**src/rtl/field_packer.sv**
```systemverilog
`timescale 1ns/1ps
// field_packer: assembles FIELDS fields of FIELD_W bits into one packed word.
// Field k lands in bits [FIELD_W*k +: FIELD_W]. A word completes on the last
// slot or on in_last; unused upper slots read zero.
//
// Ports:
//   clk, rst_n            clock, asynchronous active-low reset
//   in_valid/in_ready     input handshake, in_data field value, in_last ends word early
//   out_valid/out_ready   output handshake
//   out_data              packed word, out_count number of fields written (1..FIELDS)
//
// Build option: define FIELD_PACKER_SKID_EN to keep filling the next word
// while the previous one waits in the output register.
module field_packer #(
  parameter int unsigned FIELD_W = 10,
  parameter int unsigned FIELDS  = 4
) (
  input  logic                       clk,
  input  logic                       rst_n,
  input  logic                       in_valid,
  output logic                       in_ready,
  input  logic [FIELD_W-1:0]         in_data,
  input  logic                       in_last,
  output logic                       out_valid,
  input  logic                       out_ready,
  output logic [FIELD_W*FIELDS-1:0]  out_data,
  output logic [2:0]                 out_count
);

  localparam int unsigned IdxW  = (FIELDS > 1) ? $clog2(FIELDS) : 1;
  localparam int unsigned WordW = FIELD_W * FIELDS;

  typedef enum logic [0:0] {StFill, StHold} state_e;

  state_e            state_q, state_d;
  logic [IdxW-1:0]   idx_q, idx_d;
  logic [WordW-1:0]  asm_q, asm_d;
  logic [WordW-1:0]  out_data_q, out_data_d;
  logic [2:0]        out_count_q, out_count_d;
  logic [WordW-1:0]  filled;
  logic              complete;
  logic              accept;
  logic              xfer;

  // A field completes the word if it fills the top slot or carries in_last.
  assign complete  = (idx_q == IdxW'(FIELDS - 1)) || in_last;
  assign out_valid = (state_q == StHold);
  assign xfer      = out_valid && out_ready;

`ifdef FIELD_PACKER_SKID_EN
  // Only a completing field has to wait for the output register to free up;
  // a same-cycle drain lets it through with no bubble.
  assign in_ready = !(out_valid && !out_ready && complete);
`else
  assign in_ready = (state_q == StFill);
`endif

  assign accept    = in_valid && in_ready;
  assign out_data  = out_data_q;
  assign out_count = out_count_q;

  always_comb begin
    state_d     = state_q;
    idx_d       = idx_q;
    asm_d       = asm_q;
    out_data_d  = out_data_q;
    out_count_d = out_count_q;

    filled = asm_q;
    filled[int'(idx_q) * FIELD_W +: FIELD_W] = in_data;

    if (xfer) begin
      state_d = StFill;
    end

    if (accept) begin
      if (complete) begin
        // Slots above idx_q are still zero because asm clears on each completion.
        out_data_d  = filled;
        out_count_d = 3'(idx_q) + 3'd1;
        asm_d       = '0;
        idx_d       = '0;
        state_d     = StHold;
      end else begin
        asm_d = filled;
        idx_d = idx_q + IdxW'(1);
      end
    end
  end

  always_ff @(posedge clk or negedge rst_n) begin
    if (!rst_n) begin
      state_q     <= StFill;
      idx_q       <= '0;
      asm_q       <= '0;
      out_data_q  <= '0;
      out_count_q <= '0;
    end else begin
      state_q     <= state_d;
      idx_q       <= idx_d;
      asm_q       <= asm_d;
      out_data_q  <= out_data_d;
      out_count_q <= out_count_d;
    end
  end

endmodule
```
**config.mk**
```make
export PLATFORM = sky130hd
export DESIGN_NAME = field_packer
export DESIGN_NICKNAME = d
export VERILOG_FILES = /design/src/rtl/field_packer.sv
export SDC_FILE = /design/constraint.sdc
export NUM_CORES = 1
export LEC_CHECK = 0
export CAP_MARGIN = 20
export CORE_UTILIZATION = 38
export DETAILED_ROUTE_END_ITERATION = 10
export DONT_BUFFER_PORTS = 1
export PLACE_DENSITY_LB_ADDON = 0.08
export SYNTH_ARGS = -nofsm -noshare
export SYNTH_HDL_FRONTEND = slang
export SYNTH_SLANG_ARGS = --single-unit
```
**constraint.sdc**
```tcl
create_clock -name clk -period 2.68 [get_ports clk]
set_input_delay 0.536 -clock clk [delete_from_list [all_inputs] [get_ports clk]]
set_output_delay 0.536 -clock clk [all_outputs]
set_load 0.03 [all_outputs]
```
# After elaboration in Yosys (flattened, before gate mapping)
# Cells that the tools add are included.
[op_classes]
addsub = 3
n_mul = 1
eq_ne = 1
shifts = 2
n_mux = 6
bitwise_logic = 1
reduce_logical = 4
[op_table]
columns = ["operator", "n"]
rows = [
  ["$bwmux 40", 1],
  ["$mux 40", 1],
  ["$shift 10x34->40 const A", 1],
  ["$shiftx 10x34->40", 1],
  ["$neg 6->34", 1],
  ["$mul 2x3->5 const B", 1],
  ["$add 2x1->3 const B", 1],
  ["$mux 1", 3],
  ["$add 2x1->2 const B", 1],
  ["$eq 2x2->1 const B", 1],
  ["$logic_and 1x1->1", 2],
  ["$mux 2", 1],
  ["$reduce_and 2->1", 1],
  ["$logic_or 1x1->1", 1],
  ["$not 1->1", 1],
]
[word_totals]
reg_bits = 86
in_bits = 15
elab_cells = 23

# Longest topological paths before layout
# Gate-level depths: netlist of the first run.
[logic_depth]
depth_word = 5
mapped_depth = 10
depth_no_buf = 6

# Worst setup path before layout of the first run
# Ideal clock, no wire load.
[synth_path]
path_kind = "reg-to-reg"
start = "register idx_q[0]"
end = "register out_data_q[35] (netlist: out_data[35])"
setup_ps = 124
t_arrival_ps = 2271
t_required_ps = 2556
slack_ps = 285
path_stages_with_launch = 10
path_buffers = 3
synth_period_minus_slack_ps = 2395
cell_sequence = "dfrtp_1 -> buf_2 -> buf_4 -> inv_1 -> ha_1 -> buf_6 -> mux4_2 -> a32o_1 -> a221oi_2 -> nor2_1"
[synth_between]
elab_chain_cells = 4
[synth_lines]
columns = ["element", "line_no", "rtl"]
rows = [
  ["from (decl)", "36", "logic [IdxW-1:0] idx_q, idx_d;"],
  ["from (signal assigned)", "100", "idx_q <= idx_d;"],
  ["$mul 2x3->5", "70", "filled[int'(idx_q) * FIELD_W +: FIELD_W] = in_data;"],
  ["$neg 6->34", "70", ""],
  ["$shiftx 10x34->40 or $shift 10x34->40 (tied branches)", "70", ""],
  ["$bwmux 40", "70", ""],
  ["to (signal assigned)", "102", "out_data_q <= out_data_d;"],
  ["to (decl)", "38", "logic [WordW-1:0] out_data_q, out_data_d;"],
]
# Parallel ways exist; a longest one is shown, timed or not.
# A chain may end at the register's enable or synchronous reset.

# Final worst setup path of the first run
[layout_path]
start = "register idx_q[0]"
end = "register out_data_q[9] (netlist: out_data[9])"
# The elaborated chain is that of the path after synthesis.

==> metrics.txt, run 1 <==
Remaining Overflow, GRT 0; CP arrival 2.72 ns; Post-Syn Area per Cell 9.60 um2; layout cell share with drive strength beyond 1 10.7%; Worst VDD drop around 0.40 mV; Yosys warning count 0; fin crit share 89.9%; Via Count around 3300; Detailed Place HPWL 8270 um; setup violators final 0; fmax 415 MHz; Worst Skew 0.00866 ns; final hold viol count 0; clock root buffer master clkbuf_8; leakage 1.93 nW; Max clock buf depth 2; Num CTS Buffers 9; Crit Reg-Reg Startpoint idx_q[0]$_DFFE_PN0P_; worst-margin pin slew between 0.5 and 0.6 ns; Initial DRT Pass Iterations 4; highest net fanout along the worst path 10; nets@finish between 400 and 500; num rows 38; drt total wl 12000 um; synthesized flop and latch total 86; die width approximately 110 um; CP bufs+invs 1; global-route wire length before repair roughly 20000 um; Crit path max-delay family simple AND/OR/NAND/NOR gates; max cap viols 0; distinct cell type count after synthesis 54; setup_tns 0 ns; run status completed; Critical Path RT 2.99 ns; vias in the first global route 3524; fill cell count 1084; CTS tree done; sequential fraction of the synthesis area roughly half; Total GRT Usage a little under a quarter; Worst Slack Setup Final 0.271 ns; Worst Setup Slack post-DPL 0.334 ns; WS Path Type reg2reg; Syn Inst Count around 450; final core utilization 42.7%; crit path launch type register; clk slew on worst S/H paths 0.08 ns; Ant. Diodes 0; Core Region 10900 um2; Port Buffers 0; min Tclk post-route approximately 2.4 ns; Post-Syn Nets 467; Starting DRT DRC Count 167; routability congestion estimate 0.820; DR WL/cell 20.4 um; Post-CTS Setup Bufs 0; synthesized cell area 4280 um2; Die Y 108 um; RSZ-0062 raised after global routing no; EDFF count, synth 0; Max Slew Vio Count 0; Worst slew margin about three fifths; post-route ant nets 0; area of the multi-input gates about 2000 um2; Primary FF master, synth dfrtp_1; Power Dens Cells 967 nW/um2; Reg area 2150 um2; critical path's slowest cell ha_1; pin count of the biggest net entering global routing 87; Die ar. 11700 um2; Worst Setup SP idx_q[0]$_DFFE_PN0P_; Synth-to-Final Area Change 8.53%; antenna violations before repair 0; Boundary Pins 60; clk sinks 86; fraction of registers with async set or reset after synthesis 100%; initial core utilization between 30% and 40%; CP cell instances inv_1 > ha_1 > nand4bb_1 > nor3_1 > a221oi_1 > nor2_1; drt drc 0; Worst Hold Class in2async; H-tree Lvls 3; vias per cell 5.68; crit-path max cell delay 0.55 ns; worst skew pair latency 0.38 ns; Worst Setup End Kind register
## final cells by class
| class | instances | area share (%) |
|---|---|---|
| flip-flops and latches | 86 | 46.3 |
| well taps | 140 | 3.77 |
| multi-input cells | 321 | 42.1 |
| clock buffers | 13 | 3.63 |
| inverters | 10 | 0.808 |
| repair buffers | 14 | 2.96 |
| clock inverters | 3 | 0.377 |
## where the power goes
part	total, mW	switching, mW	internal, mW	leakage [nW]
logic	1.58	1.06	0.515	0.700
registers	2.02	0.510	1.51	1.14
clock network	0.894	0.484	0.410	0.0954
total	4.49	2.05	2.44	1.93
## path summary, 6_finish.rpt
check | to | slack [ns] | cells after the start
min | asm_q[29]$_DFFE_PN0P_ | 0.05 | 1
min reg2reg | asm_q[24]$_DFFE_PN0P_ | 0.49 | 2
min in group clk | out_valid$_DFF_PN0_ | 0.24 | 1
max reg2reg | out_data[9]$_DFFE_PN0P_ | 0.27 | 6
max | out_data[9]$_DFFE_PN0P_ | 0.27 | 6
max in group asynchronous | out_count[0]$_DFFE_PN0P_ | 2.25 | 1
## kinds of logic after synthesis
| group | share of synthesized area [%] |
|---|---|
| and+or+nand+nor | 17.7 |
| muxes | 3.97 |
| AOI/OAI and AO/OA | 22.2 |
| buffers and inverters | 4.18 |
| adders and majority gates | 1.75 |
| DFF | 50.3 |
## Yosys cell counts (all sizes together) (9+ instances only)
library cell / instances / area (um2)
a21oi: 18 / 90.1
buf: 19 / 104
clkbuf: 10 / 37.5
dfrtp: 86 / 2150
inv: 9 / 33.8
nand2: 79 / 297
nand3: 13 / 65.1
nor2: 40 / 158
o211ai: 10 / 75.1
o21ai: 42 / 259
o22ai: 12 / 75.1
## metal layers
metal | up-vias | part of all wire (%) | track usage [%]
li1 | 1597 | - | -
met1 | 1648 | 48 | 30.9
met2 | 73 | 44 | 33.8
met3 | 18 | 5.2 | 5.61
met4 | 0 | 2.6 | 10.5
met5 | - | 0 | 0
## metrics by stage
stage	power (mW)	instances	instance area, um2	hold slack [ns]
final	4.49	587	4650	0.0456
after global routing	4.77	587	4650	0.0884
after CTS	4.52	587	4650	0.0636
after detailed placement	3.59	570	4430	0.243
after global placement	3.57	570	4430	0.243
after floorplan	3.15	446	4280	0.240
## sequential cells by signal, summed over array words and instances, names as in the netlist
name and flops:
asm_q 40, out_data 40, out_count 3, idx_q 2
out_valid 1
## placed cells by master, fill, tap and decap left out, types with 3 or more instances in the layout
cell | Yosys | layout
a221oi_1 | 7 | 7
o21ai_0 | 35 | 35
a22oi_1 | 4 | 4
o211ai_1 | 10 | 10
o31ai_1 | 4 | 4
nor2_1 | 39 | 39
nor3_1 | 6 | 6
buf_4 | 1 | 12
mux2i_1 | 8 | 8
nand3_1 | 13 | 13
a32oi_1 | 3 | 3
mux2_2 | 6 | 6
o221ai_1 | 4 | 4
ha_1 | 6 | 6
dfrtp_1 | 86 | 86
a22o_1 | 7 | 7
a21oi_1 | 18 | 18
o22ai_1 | 12 | 12
and2_1 | 3 | 3
a32o_1 | 5 | 5
nor2b_1 | 8 | 8
o2bb2ai_1 | 3 | 3
o21ai_4 | 4 | 5
nand4_1 | 4 | 4
clkbuf_8 | 0 | 12
inv_1 | 8 | 8
a31oi_1 | 7 | 7
nand2_1 | 79 | 79
## repair_timing
action / in CTS / in global routing
gates resized for setup: 0 / 0
hold buffers: 1 / 0
hold endpoints to repair: 86 / 0
Note: power is estimated with default switching activity, not from simulation.
==> inputs of run 2 (changes only) <==
CORE_MARGIN = 1   (was not set)
==> results of run 2 <==
Final layout, timing and power as in run 1 (identical DEF).
==> inputs of run 3 (changes only) <==
SETUP_SLACK_MARGIN = 0.15   (was not set)
==> run 3 against run 2 <==
Via count up 0.42%. Flip-flop and latch count unchanged. Cell count unchanged. First-iteration DRC count up 19%. Combinational power about the same.
==> metrics.txt, run 3 (synthesis results as in run 1) <==
DR WL/cell 20.4 um (about the same); drt drc 0 (unchanged); vias per cell 5.71 (was 5.68); leakage 1.93 nW (about the same); fin crit share 88.5% (was 89.9%); Via Count 3350 (was 3336); Post-CTS Setup Bufs 0 (unchanged); CP bufs+invs 3 (was 1); commonest non-fill, non-tap cell in the layout dfrtp_1 (unchanged); Hold WS 0.0516 ns (was 0.0456 ns); Max clock buf depth 2 (unchanged); die width 108 um (unchanged); crit-path max cell delay 0.53 ns (was 0.55 ns); RSZ-0062 raised after global routing yes (was no); run status completed (unchanged); Synth-to-Final Area Change 8.97% (was 8.53%); clk slew on worst S/H paths 0.08 ns (about the same); Total GRT Usage 22.7% (unchanged); Worst slew margin 61.7% (was 61.4%); drt total wl 11900 um (was 12000 um); CP cell instances inv_1 > ha_2 > buf_4 > mux2i_1 > inv_1 > a222oi_1 > o21ai_0 (was inv_1 > ha_1 > nand4bb_1 > nor3_1 > a221oi_1 > nor2_1); Die Y 108 um (unchanged); Starting DRT DRC Count 199 (was 167); vias in the first global route 3524 (unchanged); clk sinks 86 (unchanged); CTS tree done (unchanged); Num CTS Buffers 9 (unchanged); setup violators final 0 (unchanged); worst-margin pin slew 0.574 ns (was 0.579 ns); WS Path Type reg2reg (unchanged); critical path's slowest cell a222oi_1 (was ha_1); crit path launch type register (unchanged); fmax 421 MHz (was 415 MHz); Core Region 10900 um2 (unchanged); Boundary Pins 60 (unchanged); min Tclk post-route 2.37 ns (was 2.41 ns); CP arrival 2.62 ns (was 2.72 ns); post-route ant nets 0 (unchanged); Worst Hold Class in2async (unchanged); Critical Path RT 2.92 ns (was 2.99 ns); nets@finish 463 (unchanged); Crit path max-delay family compound AO/OA/AOI/OAI gates (was simple AND/OR/NAND/NOR gates); Die ar. 11700 um2 (unchanged); Detailed Place HPWL 8270 um (unchanged); H-tree Lvls 3 (unchanged); commonest non-fill, non-tap cells in the layout dfrtp_1 (86), nand2_1 (79), nor2_1 (39), o21ai_0 (35), a21oi_1 (18) (unchanged); Initial DRT Pass Iterations 4 (unchanged); initial core utilization 39.3% (unchanged); routability congestion estimate 0.820 (unchanged); highest net fanout along the worst path 20 (was 10); Remaining Overflow, GRT 0 (unchanged); setup_tns 0 ns (unchanged); Port Buffers 0 (unchanged); global-route wire length before repair 19800 um (unchanged); Worst Skew 0.00722 ns (was 0.00866 ns); max cap viols 0 (unchanged); Power Dens Cells 966 nW/um2 (was 967 nW/um2); Worst VDD drop 0.403 mV (about the same); total power 4.51 mW (was 4.49 mW); Ant. Diodes 0 (unchanged); Max Slew Vio Count 0 (unchanged); worst skew pair latency 0.38 ns (about the same); clock root buffer master clkbuf_8 (unchanged); Worst Setup End Kind register (unchanged); layout cell share with drive strength beyond 1 11.4% (was 10.7%); CP most frequent cell inv_1; num rows 38 (unchanged); final hold viol count 0 (unchanged); antenna violations before repair 0 (unchanged); pin count of the biggest net entering global routing 87 (unchanged)
==> run 3: stage by stage <==
step / instances / worst slack, ns / instance area, um2 / util (%)
after floorplan: 446 / 0.285 / 4280 / -
after global placement: 570 / 0.349 / 4430 / 40.7
after detailed placement: 570 / 0.334 / 4430 / 40.7
after CTS: 587 / 0.318 / 4650 / 42.7
after global routing: 587 / 0.144 / 4670 / 42.9
final: 587 / 0.307 / 4670 / 42.9
==> run 3: worst register-to-register path, stage by stage (launching register included) <==
cell,delay (ns)
dfrtp_1,0.41
inv_1,0.15
ha_2,0.39
buf_4,0.25
mux2i_1,0.28
inv_1,0.07
a222oi_1,0.53
o21ai_0,0.18
==> run 3: where the power goes <==
group | total [mW] | internal, mW | switching (mW)
Sequential | 2.02 | 1.51 | 0.509
Clock | 0.886 | 0.410 | 0.476
Combinational | 1.60 | 0.530 | 1.07
Total | 4.51 | 2.45 | 2.06
==> run 3: final timing paths <==
kind	start	end	slack [ns]	cells after the start
min in group clk	out_ready	out_valid$_DFF_PN0_	0.24	1
setup reg to reg	idx_q[0]$_DFFE_PN0P_	asm_q[13]$_DFFE_PN0P_	0.31	7
max in group asynchronous	rst_n	out_count[0]$_DFFE_PN0P_	2.26	1
setup / recovery	idx_q[0]$_DFFE_PN0P_	asm_q[13]$_DFFE_PN0P_	0.31	7
hold / removal	rst_n	asm_q[24]$_DFFE_PN0P_	0.05	1
hold reg to reg	asm_q[24]$_DFFE_PN0P_	asm_q[24]$_DFFE_PN0P_	0.49	2
==> run 3: what timing repair did <==
| item | CTS | global route |
|---|---|---|
| endpoints found under the setup margin | 0 | 11 |
| hold buffers | 1 | 0 |
| endpoints found under the hold margin | 86 | 0 |
| gates resized for setup | 0 | 4 |
==> run 3: cell type report <==
type / count / area, um2
Clock inverter: 3 / 17.5
Clock buffer: 13 / 169
Tap cell: 140 / 175
Multi-Input combinational cell: 321 / 1980
Sequential cell: 86 / 2150
Fill cell: 1081 / 6220
Inverter: 10 / 37.5
Timing Repair Buffer: 14 / 138
==> run 3: layer usage <==
layer  vias up  GRT usage [%]  share of wire (%)
li1       1605              -                  -
met5         -              0                  0
met3        15           5.61                4.9
met2        64           33.8                 46
met4         0           10.5                1.9
met1      1666           30.9                 48
